[config.mk]
export PLATFORM = sky130hd
export DESIGN_NAME = sseg_scan_mux
export DESIGN_NICKNAME = d
export VERILOG_FILES = /design/src/rtl/sseg_scan_mux.sv
export SDC_FILE = /design/constraint.sdc
export NUM_CORES = 1
export LEC_CHECK = 0
export BUFFER_PORTS_ARGS = -buffer_cell sky130_fd_sc_hd__buf_2
export CAP_MARGIN = 20
export CORE_ASPECT_RATIO = 0.7
export CORE_MARGIN = 2
export CORE_UTILIZATION = 52
export CTS_CLUSTER_DIAMETER = 50
export DETAILED_ROUTE_END_ITERATION = 16
export PLACE_DENSITY = 0.75
export SKIP_LAST_GASP = 1
export SLEW_MARGIN = 20
export SYNTH_ARGS = -nofsm -noshare
export SYNTH_HDL_FRONTEND = slang
export SYNTH_SLANG_ARGS = --single-unit
[constraint.sdc]
create_clock -name clk -period 2.3 [get_ports clk]
set_clock_uncertainty 0.1 [all_clocks]
set_input_delay 0.46 -clock clk [delete_from_list [all_inputs] [get_ports clk]]
set_output_delay 0.46 -clock clk [all_outputs]
set_load 0.005 [all_outputs]
[src/rtl/sseg_scan_mux.sv]
// Scan controller for a 4-digit common-anode seven-segment display.
// It double-buffers the display value, blanks leading zeros, and turns all anodes off at the start of each slot.
module sseg_scan_mux #(
  parameter int CLK_DIV      = 100000,
  parameter int BLANK_CYCLES = 1000
) (
  input  logic        clk,
  input  logic        rst,
  input  logic        load,
  input  logic [15:0] value,
  input  logic [3:0]  dp_in,
  input  logic        lz_blank,
  output logic [3:0]  digit,
  output logic [3:0]  an,
  output logic        dp,
  output logic        frame
);

  localparam int CW = (CLK_DIV > 2) ? $clog2(CLK_DIV) : 1;

  logic [CW-1:0] cnt;
  logic [1:0]    sel;
  logic [15:0]   act_val, pend_val;
  logic [3:0]    act_dp, pend_dp;
  logic          pend_v;

  logic slot_end, wrap;
  logic dead, lz_hit, blank;

  assign slot_end = (cnt == CW'(CLK_DIV - 1));
  assign wrap     = slot_end && (sel == 2'd3);

  // The count and the digit index advance together, so a slot is exactly CLK_DIV cycles long.
  always_ff @(posedge clk or posedge rst) begin
    if (rst) begin
      cnt <= '0;
      sel <= '0;
    end else if (slot_end) begin
      cnt <= '0;
      sel <= sel + 2'd1;
    end else begin
      cnt <= cnt + CW'(1);
    end
  end

  // The pending buffer reaches the active buffer only on the 3->0 wrap.
  // A load on the wrap edge skips the pending buffer and goes straight to the active buffer.
  always_ff @(posedge clk or posedge rst) begin
    if (rst) begin
      act_val  <= '0;
      act_dp   <= '0;
      pend_val <= '0;
      pend_dp  <= '0;
      pend_v   <= 1'b0;
    end else begin
      if (load) begin
        pend_val <= value;
        pend_dp  <= dp_in;
      end
      if (wrap) begin
        pend_v <= 1'b0;
        if (load) begin
          act_val <= value;
          act_dp  <= dp_in;
        end else if (pend_v) begin
          act_val <= pend_val;
          act_dp  <= pend_dp;
        end
      end else if (load) begin
        pend_v <= 1'b1;
      end
    end
  end

  // The dead-time compare uses a signed int so that BLANK_CYCLES = 0 is not a constant-false unsigned compare.
  assign dead = (int'(cnt) < BLANK_CYCLES);

  always_comb begin
    lz_hit = 1'b0;
    case (sel)
      2'd1:    lz_hit = (act_val[15:4]  == 12'd0);
      2'd2:    lz_hit = (act_val[15:8]  == 8'd0);
      2'd3:    lz_hit = (act_val[15:12] == 4'd0);
      default: lz_hit = 1'b0;
    endcase
    blank = dead || (lz_blank && lz_hit);
  end

  // The outputs are registered from the pre-edge state, so they lag cnt and sel by one cycle.
  always_ff @(posedge clk or posedge rst) begin
    if (rst) begin
      digit <= '0;
      an    <= 4'b1111;
      dp    <= 1'b1;
      frame <= 1'b0;
    end else begin
      digit <= act_val[{sel, 2'b00} +: 4];
      an    <= blank ? 4'b1111 : ~(4'b0001 << sel);
      dp    <= blank ? 1'b1 : ~act_dp[sel];
      frame <= wrap;
    end
  end

endmodule

==> summary.md, run 1 <==
| Metric | Value |
|---|---|
| TritonCTS clock tree | built |
| CP max stage delay | 0.55 ns |
| Flops & latches, synth | 70 |
| Crit path buf inv count | 0 |
| Delay-heaviest family, CP | simple AND/OR/NAND/NOR gates |
| Syn_nets | between 200 and 250 |
| Area Overhead vs Synth | 17.7% |
| Vias in the first global route | 1669 |
| Critical Path AT | approximately 2.3 ns |
| Yosys top cell area share | 0.527 |
| Starting Density | 0.539 |
| Top cells by instance count after synthesis | 65 x dfrtp_1, 21 x mux2_2, 20 x mux2_4 |
| CP Cell Sequence | ha_1, and4_4, nand4_4, or3_4, mux2_4 |
| Hold_ws | about 0.27 ns |
| Setup violators final | 0 |
| Via count | 1789 |
| FP Rows | 23 |
| Setup crit end kind | flip-flop |
| PD cells | 736 nW/um^2 |
| DR pass1 iterations | 4 |
| Post-Route Utilization | 0.635 |
| Cts bufs inserted | 9 |
| Relative slew slack | 0.732 |
| Die area | 6580 sq um |
| Hold-fix buffers, CTS | 1 |
| Number of distinct library cells after synthesis | 35 |
| Synth Flop Type | dfrtp_1 |
| Synth async-reset ratio | 1.00 |
| CTS clock-pin slew for the worst setup and hold paths | 0.07 ns |
| Gate Count Post-Synth | 214 |
| Htree depth | 3 |
| Chip Height | between 60 and 70 um |
| Bufs on Longest Clock Path | 2 |
| Post-synth top area cell | dfrtp_1 |
| Total grt overflow | 0 |
| Starting DRT DRC Count | 207 |
| CORE AREA | 5730 sq um |
| Final hold vios | 0 |
| Routed Antenna Nets | 0 |
| Worst-Margin Slew | 0.402 ns |
| Root buffer cell | clkbuf_8 |
| Fmax achieved | 0.455 GHz |
| Worst setup margin | 0.100 ns |
| Share of layout cells above drive strength 1 | 0.428 |
| CP max stage cell | or3_4 |
| I/O Buffers | 33 |
| Drt via density | between 5 and 6 |
| Critical Path Start Type | flip-flop |
| Status | finished, final reports clean |
| Clock Sink Count | 70 |
| Mean Syn Cell Area | 14.4 sq um |
| HPWL after detailed placement | 3860 um |
| Setup_tns | 0 ns |
| Number of top-level pins | 34 |
| Sequential share of the synthesized area | 0.569 |
| Hold Crit Class | in -> reg |
| DRT Wirelength | around 5500 um |
| Die Span X | 96.1 um |
| Antenna Cells | 0 |
| Peak VDD IR | 412 uV |
| WL/cell | roughly 16 um |
| Post-cts gate resize count | 0 |
| Tmin final | 2.20 ns |
| Critical path type | reg -> reg |
| Clock latency on the worst-skew pair | about 0.34 ns |
| Max Cap Viol | 0 |
| Aggregate global-route resource usage | 0.185 |
| Max Slew Vio Count | 0 |
| Post-synth EDFFs | 0 |
| Placement-stage worst setup slack | roughly 0.12 ns |
| Leak | 1.73 nW |
| Global placement routability congestion | 0.872 |
| Top-count cell post-synth | dfrtp_1 |
| First-pass GRT wire length | roughly 8700 um |
| NumNets Final | 289 |
| Period utilisation layout | 0.956 |
| Synth area leaders | dfrtp_1 53%, mux2_4 9.7%, mux2_2 7.7% |
| Pin count of the biggest net entering global routing | 37 |
| Initial antenna violation count | 0 |
| RSZ-0062 raised after global routing | no |
| DR DRC count | 0 |
| Mapped cell area | 3090 sq um |
| Yosys warns | 0 |
| Crit path required time | ~2.4 ns |
| Post-CTS setup buffer count | 0 |
| Crit-path max FO | 20 |
power by group:
group | switching, mW | internal (mW)
Combinational | 0.0661 | 0.0787
Sequential | 0.0193 | 1.28
Clock | 0.452 | 0.779
metal layers:
metal  vias to the layer above  wire (um)  GRT usage
met4                         0         42     0.0768
met3                         4        316     0.0573
li1                        855          -          -
met2                        57       2230      0.231
met1                       873       2880      0.292
met5                         -          0          0
cells in the final DEF, fill, tap and decap left out, types with 2 or more instances in the layout:
cell / instances
dfstp_2: 5
mux4_2: 5
nor3_1: 4
clkbuf_8: 11
bufinv_16: 3
a21oi_1: 2
inv_1: 6
ha_1: 6
xor2_1: 6
mux2_2: 21
dfrtp_1: 65
mux2i_1: 2
and3_1: 3
nor2_1: 10
and2_1: 2
nand2_1: 11
xnor2_1: 8
clkinvlp_4: 3
buf_2: 33
mux2_4: 20
nor4_1: 5
buf_4: 7
nand3_1: 7
nand4_1: 4
worst reg2reg max path, delay by kind of cell, from the launching register on:
kind / cells / cell delay (ns)
adders and majority gates: 1 / 0.24
muxes: 1 / 0.37
DFF: 1 / 0.39
and+or+nand+nor: 3 / 1.00
registers in the layout, indices dropped and copies added, names as in the netlist:
name      count
sel           2
act_val      16
an            4
pend_val     16
act_dp        4
pend_v        1
digit         4
cnt          17
dp            1
pend_dp       4
frame         1
area by class of cell:
| class | count | area [sq um] |
|---|---|---|
| Sequential cell | 70 | 1760 |
| Clock buffer | 11 | 151 |
| Fill cell | 432 | 2090 |
| Clock inverter | 5 | 105 |
| Inverter | 7 | 30.0 |
| Multi-Input combinational cell | 129 | 1250 |
| Tap cell | 75 | 93.8 |
| Timing Repair Buffer | 42 | 248 |
per-stage QoR:
stage / cells / area, sq um / total power [mW]
6_report: 339 / 3640 / 2.68
5_1_grt: 339 / 3640 / 2.78
4_1_cts: 339 / 3640 / 2.71
3_5_place_dp: 322 / 3370 / 1.47
3_3_place_gp: 322 / 3370 / 1.47
2_1_floorplan: 214 / 3090 / 1.41
final timing paths:
path | slack, ns | end | start | cells past startpoint
setup / recovery | 0.10 | act_dp[0] | cnt[0] | 5
hold / removal | 0.27 | pend_val[13] | value[13] | 2
setup reg to reg | 0.10 | act_dp[0] | cnt[0] | 5
hold reg to reg | 0.39 | cnt[0] | cnt[0] | 1
max in group asynchronous | 0.93 | an[3] | rst | 4
min in group asynchronous | 0.54 | cnt[3] | rst | 3
cells by family (layout without fill, tap and decap cells):
| logic type | Yosys count | after routing | share of synthesized area |
|---|---|---|---|
| xor+xnor | 14 | 14 | 0.0397 |
| flops | 70 | 70 | 0.569 |
| buf+inv | 15 | 65 | 0.0259 |
| compound gates | 6 | 6 | 0.0162 |
| fa+ha+maj | 6 | 6 | 0.0243 |
| simple gates | 55 | 55 | 0.108 |
| mux | 48 | 48 | 0.217 |
Power figures use the tool's default switching activity.
==> run 2, diff against run 1 <==
CELL_PAD_IN_SITES_DETAIL_PLACEMENT = 1   (was unset)
CELL_PAD_IN_SITES_GLOBAL_PLACEMENT = 1   (was unset)
CORE_UTILIZATION = 43   (was 52)
PLACE_DENSITY = 0.74   (was 0.75)
==> summary.md, run 2 (same netlist as run 1, synthesis figures left out) <==
| Metric | Value |
|---|---|
| Met3 Usage GRT | 0.0597 |
| Critical Path Start Type | flip-flop |
| Max Slew Vio Count | 0 |
| Crit path required time | about 2.4 ns |
| Final hold vios | 0 |
| Bufs on Longest Clock Path | 2 |
| Fill cell count | 721 |
| Worst-Margin Slew | between 0.6 and 0.7 ns |
| Via count | 1844 |
| M1 GR Usage | 0.265 |
| Top Registers | cnt x17, act_val x16, pend_val x16 |
| Routed Antenna Nets | 0 |
| Die Span X | 105 um |
| Initial antenna violation count | 0 |
| DR DRC count | 0 |
| Total grt overflow | 0 |
| Die area | 7890 sq um |
| Aggregate global-route resource usage | 0.177 |
| First-pass GRT wire length | between 10000 and 15000 um |
| Post-Route Utilization | 0.529 |
| Critical path type | reg -> reg |
| Area Overhead vs Synth | 17.3% |
| Clock latency on the worst-skew pair | 0.35 ns |
| DRT Wirelength | 6400 um |
| Chip Height | 74.9 um |
| Max Cap Viol | 0 |
| Number of flip-flops under the largest register name | 17 |
| Fmax achieved | 0.448 GHz |
| Most common cell after layout, fill and taps aside | dfrtp_1 |
| Antenna Cells | 0 |
| Share of layout cells above drive strength 1 | 0.430 |
| Starting Density | 0.451 |
| Hold Crit Class | in -> async |
| Setup crit end kind | flip-flop |
| Post-CTS setup buffer count | 0 |
| CTS clock-pin slew for the worst setup and hold paths | 0.08 ns |
| Starting DRT DRC Count | 101 |
| RSZ-0062 raised after global routing | yes |
| Vias in the first global route | 1896 |
| HPWL after detailed placement | 4520 um |
| Clock Sink Count | 70 |
| CORE AREA | 6850 sq um |
| Number of top-level pins | 34 |
| Hold-fix buffers, CTS | 0 |
| Setup violators final | 0 |
| Tmin final | 2.23 ns |
| Peak VDD IR | between 300 and 400 uV |
| Most frequent cells in the layout | 65 x dfrtp_1, 33 x buf_2, 21 x mux2_2 |
| Root buffer cell | clkbuf_8 |
| Cts bufs inserted | 9 |
| Period utilisation layout | 0.971 |
| Pin count of the biggest net entering global routing | 31 |
| DR pass1 iterations | 4 |
| I/O Buffers | 33 |
| Global placement routability congestion | 0.829 |
| Biggest register | cnt |
| Critical Path AT | 2.37 ns |
| NumNets Final | 290 |
| Leak | 1.71 nW |
| Relative slew slack | 0.542 |
| Crit-path max FO | 10 |
| M2 GR Usage | 0.238 |
| PD cells | 672 nW/um^2 |
| TritonCTS clock tree | built |
| Htree depth | 3 |
| Reg2Reg Depth | 5 |
| WL/cell | 17.8 um |
| Setup_tns | 0 ns |
| FP Rows | 25 |
| Drt via density | 5.14 |
| Status | finished, final reports clean |
| GRT busiest layer | met1 |
## run 2: worst paths after layout
check                            from         end  slack [ns]
setup / recovery               cnt[0]  act_val[2]        0.07
hold / removal                    rst     cnt[12]        0.11
setup reg to reg               cnt[0]  act_val[2]        0.07
hold reg to reg            pend_dp[1]  pend_dp[1]        0.40
max in group asynchronous         rst  act_val[3]        1.46
min in group clk             dp_in[1]  pend_dp[1]        0.26
## run 2: metrics by stage
stage | instances | power (mW) | area [sq um] | setup slack (ns) | hold slack [ns]
finish | 359 | 2.44 | 3620 | 0.0660 | 0.111
global route | 359 | 2.54 | 3620 | -0.0108 | 0.148
CTS | 358 | 2.47 | 3610 | 0.0458 | 0.128
detailed placement | 342 | 1.48 | 3410 | 0.0725 | 0.387
global placement | 342 | 1.47 | 3410 | 0.174 | 0.362
floorplan | 214 | 1.41 | 3090 | 0.303 | 0.347
## run 2: layout make-up
type,count,area (sq um),share of cell area
clock buffers,10,128,0.0352
multi-input cells,130,1260,0.348
well taps,94,118,0.0324
repair buffers,42,258,0.0711
clock inverters,6,71.3,0.0197
inverters,7,30.0,0.00828
flip-flops and latches,70,1760,0.485
## run 2: power breakdown
part	switching, mW	internal [mW]
sequential	0.0219	1.28
clock	0.478	0.508
combinational	0.0679	0.0798
total	0.568	1.87
## run 2: routing by layer
metal / part of all wire / up-vias
li1: - / 856
met1: 0.52 / 938
met2: 0.43 / 41
met3: 0.042 / 9
met4: 0.016 / 0
met5: 0 / -
## run 2: critical path, stage by stage (launching register included)
cell and delay [ns]:
dfrtp_1 0.40, ha_1 0.26, and4_4 0.30, nand4_4 0.16, or3_4 0.56, mux2_4 0.34
## run 2: what timing repair did
item	4_1_cts	5_1_grt
endpoints found under the hold margin	0	0
setup endpoints to repair	0	20
gates resized for setup	0	1
